**src/rtl/main_fsm_if.sv**
```systemverilog
// Control-path bundle between the multicycle main FSM and its datapath.
// The FSM is the master: it consumes the decoded instruction fields and drives every control line.
interface main_fsm_if;
    logic [1:0] Op;
    logic [5:0] Funct;
    logic       IRWrite;
    logic       AdrSrc;
    logic [1:0] ALUSrcA;
    logic [1:0] ALUSrcB;
    logic [1:0] ResultSrc;
    logic       NextPC;
    logic       RegW;
    logic       MemW;
    logic       Branch;
    logic       ALUOp;
    logic [3:0] State;

    modport master (
        input  Op, Funct,
        output IRWrite, AdrSrc, ALUSrcA, ALUSrcB, ResultSrc,
               NextPC, RegW, MemW, Branch, ALUOp, State
    );

    modport slave (
        output Op, Funct,
        input  IRWrite, AdrSrc, ALUSrcA, ALUSrcB, ResultSrc,
               NextPC, RegW, MemW, Branch, ALUOp, State
    );
endinterface

```
**src/rtl/main_fsm.sv**
```systemverilog
// Moore main controller for a multicycle ARM-style datapath.
// Registered state; every control output is decoded from the state alone.
module main_fsm (
    input  logic          clk,
    input  logic          reset,
    main_fsm_if.master    bus
);

    typedef enum logic [3:0] {
        FETCH    = 4'd0,
        DECODE   = 4'd1,
        MEMADR   = 4'd2,
        MEMRD    = 4'd3,
        MEMWB    = 4'd4,
        MEMWR    = 4'd5,
        EXECUTER = 4'd6,
        EXECUTEI = 4'd7,
        ALUWB    = 4'd8,
        BRANCH   = 4'd9,
        UNKNOWN  = 4'd10
    } state_t;

    state_t state, state_next;

    // NOTE: sequential state uses non-blocking assignment so every flop samples pre-edge values.
    always_ff @(posedge clk or posedge reset) begin
        if (reset) state <= FETCH;
        else       state <= state_next;
    end

    // Op/Funct are only looked at in DECODE and MEMADR; all other states advance unconditionally.
    always_comb begin
        state_next = FETCH;
        case (state)
            FETCH:  state_next = DECODE;
            DECODE: begin
                case (bus.Op)
                    2'b00:   state_next = bus.Funct[5] ? EXECUTEI : EXECUTER;
                    2'b01:   state_next = MEMADR;
                    2'b10:   state_next = BRANCH;
                    default: state_next = UNKNOWN;
                endcase
            end
            MEMADR:   state_next = bus.Funct[0] ? MEMRD : MEMWR;
            MEMRD:    state_next = MEMWB;
            EXECUTER: state_next = ALUWB;
            EXECUTEI: state_next = ALUWB;
            default:  state_next = FETCH;
        endcase
    end

    // NOTE: every output gets a zero default first, so no path leaves a latch behind.
    always_comb begin
        bus.IRWrite   = 1'b0;
        bus.AdrSrc    = 1'b0;
        bus.ALUSrcA   = 2'b00;
        bus.ALUSrcB   = 2'b00;
        bus.ResultSrc = 2'b00;
        bus.NextPC    = 1'b0;
        bus.RegW      = 1'b0;
        bus.MemW      = 1'b0;
        bus.Branch    = 1'b0;
        bus.ALUOp     = 1'b0;
        case (state)
            FETCH: begin
                bus.IRWrite   = 1'b1;
                bus.NextPC    = 1'b1;
                bus.ALUSrcA   = 2'b01;
                bus.ALUSrcB   = 2'b10;
                bus.ResultSrc = 2'b10;
            end
            DECODE: begin
                bus.ALUSrcA   = 2'b01;
                bus.ALUSrcB   = 2'b10;
                bus.ResultSrc = 2'b10;
            end
            MEMADR: begin
                bus.ALUSrcB   = 2'b01;
            end
            MEMRD: begin
                bus.AdrSrc    = 1'b1;
            end
            MEMWB: begin
                bus.ResultSrc = 2'b01;
                bus.RegW      = 1'b1;
            end
            MEMWR: begin
                bus.AdrSrc    = 1'b1;
                bus.MemW      = 1'b1;
            end
            EXECUTER: begin
                bus.ALUOp     = 1'b1;
            end
            EXECUTEI: begin
                bus.ALUSrcB   = 2'b01;
                bus.ALUOp     = 1'b1;
            end
            ALUWB: begin
                bus.RegW      = 1'b1;
            end
            BRANCH: begin
                bus.ALUSrcB   = 2'b01;
                bus.ResultSrc = 2'b10;
                bus.Branch    = 1'b1;
            end
            default: ;
        endcase
    end

    assign bus.State = state;

endmodule

```
**src/flat_wrapper.sv**
```systemverilog
// flat-port wrapper written by rule: the top's interface ports become plain ports
module main_fsm_flat 
  (clk, reset, bus_Op, bus_Funct, bus_IRWrite, bus_AdrSrc, bus_ALUSrcA, bus_ALUSrcB, bus_ResultSrc, bus_NextPC, bus_RegW, bus_MemW, bus_Branch, bus_ALUOp, bus_State);
  main_fsm_if bus_i ();
  input  logic clk;
  input  logic reset;
  input wire logic [$bits(bus_i.Op)-1:0] bus_Op;
  input wire logic [$bits(bus_i.Funct)-1:0] bus_Funct;
  output wire logic [$bits(bus_i.IRWrite)-1:0] bus_IRWrite;
  output wire logic [$bits(bus_i.AdrSrc)-1:0] bus_AdrSrc;
  output wire logic [$bits(bus_i.ALUSrcA)-1:0] bus_ALUSrcA;
  output wire logic [$bits(bus_i.ALUSrcB)-1:0] bus_ALUSrcB;
  output wire logic [$bits(bus_i.ResultSrc)-1:0] bus_ResultSrc;
  output wire logic [$bits(bus_i.NextPC)-1:0] bus_NextPC;
  output wire logic [$bits(bus_i.RegW)-1:0] bus_RegW;
  output wire logic [$bits(bus_i.MemW)-1:0] bus_MemW;
  output wire logic [$bits(bus_i.Branch)-1:0] bus_Branch;
  output wire logic [$bits(bus_i.ALUOp)-1:0] bus_ALUOp;
  output wire logic [$bits(bus_i.State)-1:0] bus_State;
  assign bus_i.Op = bus_Op;
  assign bus_i.Funct = bus_Funct;
  assign bus_IRWrite = bus_i.IRWrite;
  assign bus_AdrSrc = bus_i.AdrSrc;
  assign bus_ALUSrcA = bus_i.ALUSrcA;
  assign bus_ALUSrcB = bus_i.ALUSrcB;
  assign bus_ResultSrc = bus_i.ResultSrc;
  assign bus_NextPC = bus_i.NextPC;
  assign bus_RegW = bus_i.RegW;
  assign bus_MemW = bus_i.MemW;
  assign bus_Branch = bus_i.Branch;
  assign bus_ALUOp = bus_i.ALUOp;
  assign bus_State = bus_i.State;
  main_fsm u_core (.clk(clk), .reset(reset), .bus(bus_i));
endmodule
```
**config.mk**
```make
export PLATFORM = sky130hd
export DESIGN_NAME = main_fsm_flat
export DESIGN_NICKNAME = d
export VERILOG_FILES = /design/src/rtl/main_fsm_if.sv /design/src/rtl/main_fsm.sv /design/src/flat_wrapper.sv
export SDC_FILE = /design/constraint.sdc
export NUM_CORES = 1
export LEC_CHECK = 0
export BUFFER_PORTS_ARGS = -buffer_cell sky130_fd_sc_hd__clkbuf_2
export CAP_MARGIN = 30
export CORE_AREA = 4 4 41 43
export CTS_CLUSTER_SIZE = 10
export DETAILED_ROUTE_END_ITERATION = 7
export DIE_AREA = 0 0 45 47
export PLACE_DENSITY = 0.62
export SLEW_MARGIN = 10
export SYNTH_ARGS = -nofsm -noshare
export SYNTH_HDL_FRONTEND = slang
export SYNTH_SLANG_ARGS = --single-unit
export TNS_END_PERCENT = 5
```
**constraint.sdc**
```tcl
create_clock -name clk -period 1.35 [get_ports clk]
set_input_delay 0.2025 -clock clk [delete_from_list [all_inputs] [get_ports clk]]
set_output_delay 0.2025 -clock clk [all_outputs]
set_load 0.03 [all_outputs]
```
Yosys cells after proc, flatten, opt, wreduce, memory -nomap -nowiden
Index checks and enable logic that the tools add are counted.
{ "classes": {"eq_ne": 11, "mux": 13, "reduce_logical": 8} }
{ "op_table": {"columns": ["cell", "count"], "rows": [
  ["one-hot mux 4 bit (5 select lines)", 1],
  ["equality test 4 x 3 -> 1 bit (second input constant)", 4],
  ["one-hot mux 4 bit (3 select lines)", 1],
  ["equality test 4 x 2 -> 1 bit (second input constant)", 2],
  ["equality test 4 bit (second input constant)", 2],
  ["two-way mux 1 bit", 8],
  ["one-hot mux 2 bit (2 select lines)", 2],
  ["OR reduction 2 bit", 4],
  ["OR reduction 3 bit", 2],
  ["equality test 4 x 1 -> 1 bit (second input constant)", 1],
  ["zero test 4 bit", 1],
  ["two-way mux 3 bit", 1],
  ["equality test 2 x 1 -> 1 bit (second input constant)", 1],
  ["equality test 2 bit (second input constant)", 1],
  ["zero test 2 bit", 1]
]} }
{ "word_totals": {"reg_bits": 4, "input_bits": 10, "output_inout_bits": 17, "word_cells": 33} }

Depth between registers and ports, before layout
{ "logic_depth": {"depth_word": 3, "depth_mapped": 4, "depth_no_buf": 3} }

Least setup slack after synthesis
No wires, ideal clock.
{ "synth_path": {"path_type": "register -> output", "from": "reg u_core.state[1] (netlist: u_core.bus.State[1])", "to": "out bus_NextPC", "t_arrival_ns": 2.111, "required_ns": 1.148, "slack_ns": -0.963, "stages_incl_launch_ff": 4, "n_path_buf": 2, "cell_sequence": "dfrtp_1 -> buf_2 -> nor4_1 -> buf_4"} }
{ "synth_between": {"elab_chain_cells": 2} }
{ "synth_rtl": {"columns": ["item", "line_no", "rtl"], "rows": [
  ["start: declaration", "main_fsm.sv:23", "state_t state, state_next;"],
  ["start signal: assignment", "main_fsm.sv:28", "else state <= state_next;"],
  ["zero test 4 bit", null, null],
  ["two-way mux 1 bit", null, null],
  ["end: declaration", "flat_wrapper.sv:14", "output wire logic [$bits(bus_i.NextPC)-1:0] bus_NextPC;"]
]} }
No other way between the ends.

Worst setup path in the final report
{ "layout_path": {"from": "reg u_core.state[1] (netlist: u_core.bus.State[1])", "to": "out bus_ALUSrcA[0]"} }
{ "layout_between": {"elab_chain_cells": 3, "elab_cells_between_ends": 4, "classes_between": "eq/ne: 1; mux: 1; reduce/logical: 2"} }
{ "layout_rtl": {"columns": ["item", "line_no", "rtl"], "rows": [
  ["equality test 4 x 1 -> 1 bit or zero test 4 bit (tied branches)", "main_fsm.sv:64", "case (state)"],
  ["OR reduction 2 bit (no line) *", null, null],
  ["two-way mux 1 bit *", "main_fsm.sv:64", null],
  ["end: declaration", "flat_wrapper.sv:11", "output wire logic [$bits(bus_i.ALUSrcA)-1:0] bus_ALUSrcA;"]
]} }
Every way passes the cells marked *; elsewhere a longest branch is shown, timed or not.

==> flow_summary.ini <==
[floorplanning]
fp.dieArea_um2 = 2115
core_region_area_um2 = 1301
die_h_um = 47
start_util_pct = 25.29
die_w_um = 45
core.rowCount = 13
ios = 27

[synthesis]
synthTopCellsByCount = nor2_1, nor3_1, dfrtp_1, buf_4, nand2b_1
syn_nets = 53
syn-cell-area_um2 = 329.1
yosysTopAreaCellShare_pct = 30.42
yosys.area.top_type = dfrtp_1
syn_area_per_cell_um2 = 7.653
synth_edf_count = 0
yosysSeqAreaShare_pct = 30.42
async_reset_ff_share_pct = 100.0
ys_warn_count = 0
yosys_most_used_dff = dfrtp_1
postSynthCellCount = 43
ys_ff_latch = 4
synth_area_leaders = dfrtp_1, nor3_1, buf_4
ys_types = 24

[sta]
holdWs_ns = 0.2442
hold_viol_final = 0
max_freq_mhz = 651.8
fin_skew_ns = 0.01086
final_max_slew_viol_count = 0
fin_setup_tns_ns = -1.443
fin_crit_sh_pct = 113.7
layout_setup_ws_ns = -0.1843
rsz0062_at_grt = true
finalSetupViolations = 12
fin_crit_ns = 1.534

[clocking]
cts_root_buf = clkbuf_4
clockBufferDepth = 2
clk_pin_slew_worst_paths_ns = 0.04
tritoncts = done
h-tree-depth = 1
insertion_delay_ns = 0.24
cts.sinks = 4
tritoncts.num_buffers = 3

[finish]
diodes = 0
drive_gt1_share_pct = 67.12
syn_to_final_growth_pct = 98.86
final_nets = 84
largest_register_ff_count = 4

[setup_path]
crit_top_cell = buf_4
max_stage_delay_ns = 0.47
cp_max_fo = 7
cp-start-kind = flip-flop
path_class = reg2out
crit_buf_inv = 2
cp_top_family = flip-flops
worstPathRequired_ns = 1.15
reg2regPathDepth = 5
arrival_ns = 1.33
path_cells = buf_4 > nor3_1 > buf_4
slowest_stage = dfrtp_2
critPathCaptureType = primary output
path_depth = 3

[job]
cap_violations = 0

[routing]
dr.pass1.iters = 4
wl_per_cell_um = 11.73
drc = 0
first_iter_violations = 5
vias = 397
drt-vias-per-instance = 4.511
routed_wl_um = 1032
ant_nets = 0

[global_routing]
grt_pass1_vias = 392
gr-total-overflow = 0
grt_max_degree = 10
antenna_found_initial = 0
grtUsageTotal_pct = 9.833
grt_pass1_wl_um = 1552

[hold_path]
worstHoldPathCells = 3
hold_class = in2reg

[placement]
portBuffers = 21
hpwlAfterDp_um = 731.2
place_congestion = 0.6659

[status]
violations = setup timing
status = finished with violations
## layer usage
metal  vias to the layer above  routed length (µm)  global-route usage [%]
met5                         -                   0                       0
met2                        14                 544                   17.23
li1                        204                   -                       -
met3                         0                  73                   4.598
met4                         0                   0                       0
met1                       179                 414                   11.72
## path summary, 6_finish.rpt
check | startpoint | end | slack [ns]
max in group asynchronous | reset | u_core.bus.State[0] | 0.81
setup reg to reg | u_core.bus.State[1] | u_core.bus.State[0] | 0.07
hold / removal | bus_Op[1] | u_core.bus.State[3] | 0.24
hold reg to reg | u_core.bus.State[3] | u_core.bus.State[3] | 0.60
min in group asynchronous | reset | u_core.bus.State[3] | 0.37
setup / recovery | u_core.bus.State[1] | bus_ALUSrcA[0] | -0.18
## tightest hold or removal path, cell delays in order
cell and delay, ns:
clkbuf_2 0.10, nand3_1 0.09, a21oi_1 0.06
## placed cells by master, fill, tap and decap left out, types with 2 or more instances in the layout
cell type,count
buf_4,13
buf_6,3
clkbuf_2,9
clkbuf_4,4
clkbuf_8,5
dfrtp_2,4
inv_2,2
nor2_1,4
nor2b_1,2
nor3_1,4
nor3_2,2
## logic make-up (layout without fill, tap and decap cells)
| family | after synthesis | count (layout) | share of synthesized area, % |
|---|---|---|---|
| simple gates | 19 | 19 | 30.42 |
| other cells | 1 | 1 | 1.140 |
| compound gates | 8 | 8 | 18.25 |
| xor+xnor | 2 | 2 | 5.324 |
| flops | 4 | 4 | 30.42 |
| buf+inv | 9 | 39 | 14.45 |
## area by class of cell
class,count,area (µm²)
Fill cell,130,646.9
Timing Repair Buffer,32,262.8
Multi-Input combinational cell,30,230.2
Sequential cell,4,105.1
Clock buffer,4,26.28
Tap cell,15,18.77
Inverter,3,11.26
## what timing repair did
action | in CTS | in global routing
pin swaps | 1 | 1
setup endpoints to repair | 12 | 12
gates resized for setup | 21 | 13
setup buffers | 1 | 1
hold endpoints to repair | 4 | 0
hold buffers | 1 | 0
## per-stage QoR
step	area (µm²)	util (%)	instances	worst slack [ns]
6_report	654.4	50.29	88	-0.1843
3_5_place_dp	511.7	39.33	81	0.03510
4_1_cts	628.1	48.27	87	-0.1778
3_3_place_gp	511.7	39.33	81	0.02678
5_1_grt	654.4	50.29	88	-0.2106
2_1_floorplan	380.4	-	43	-0.2607
Power is not shown: default switching activity piles up to over one toggle a cycle in this logic, so the estimate is an artifact.
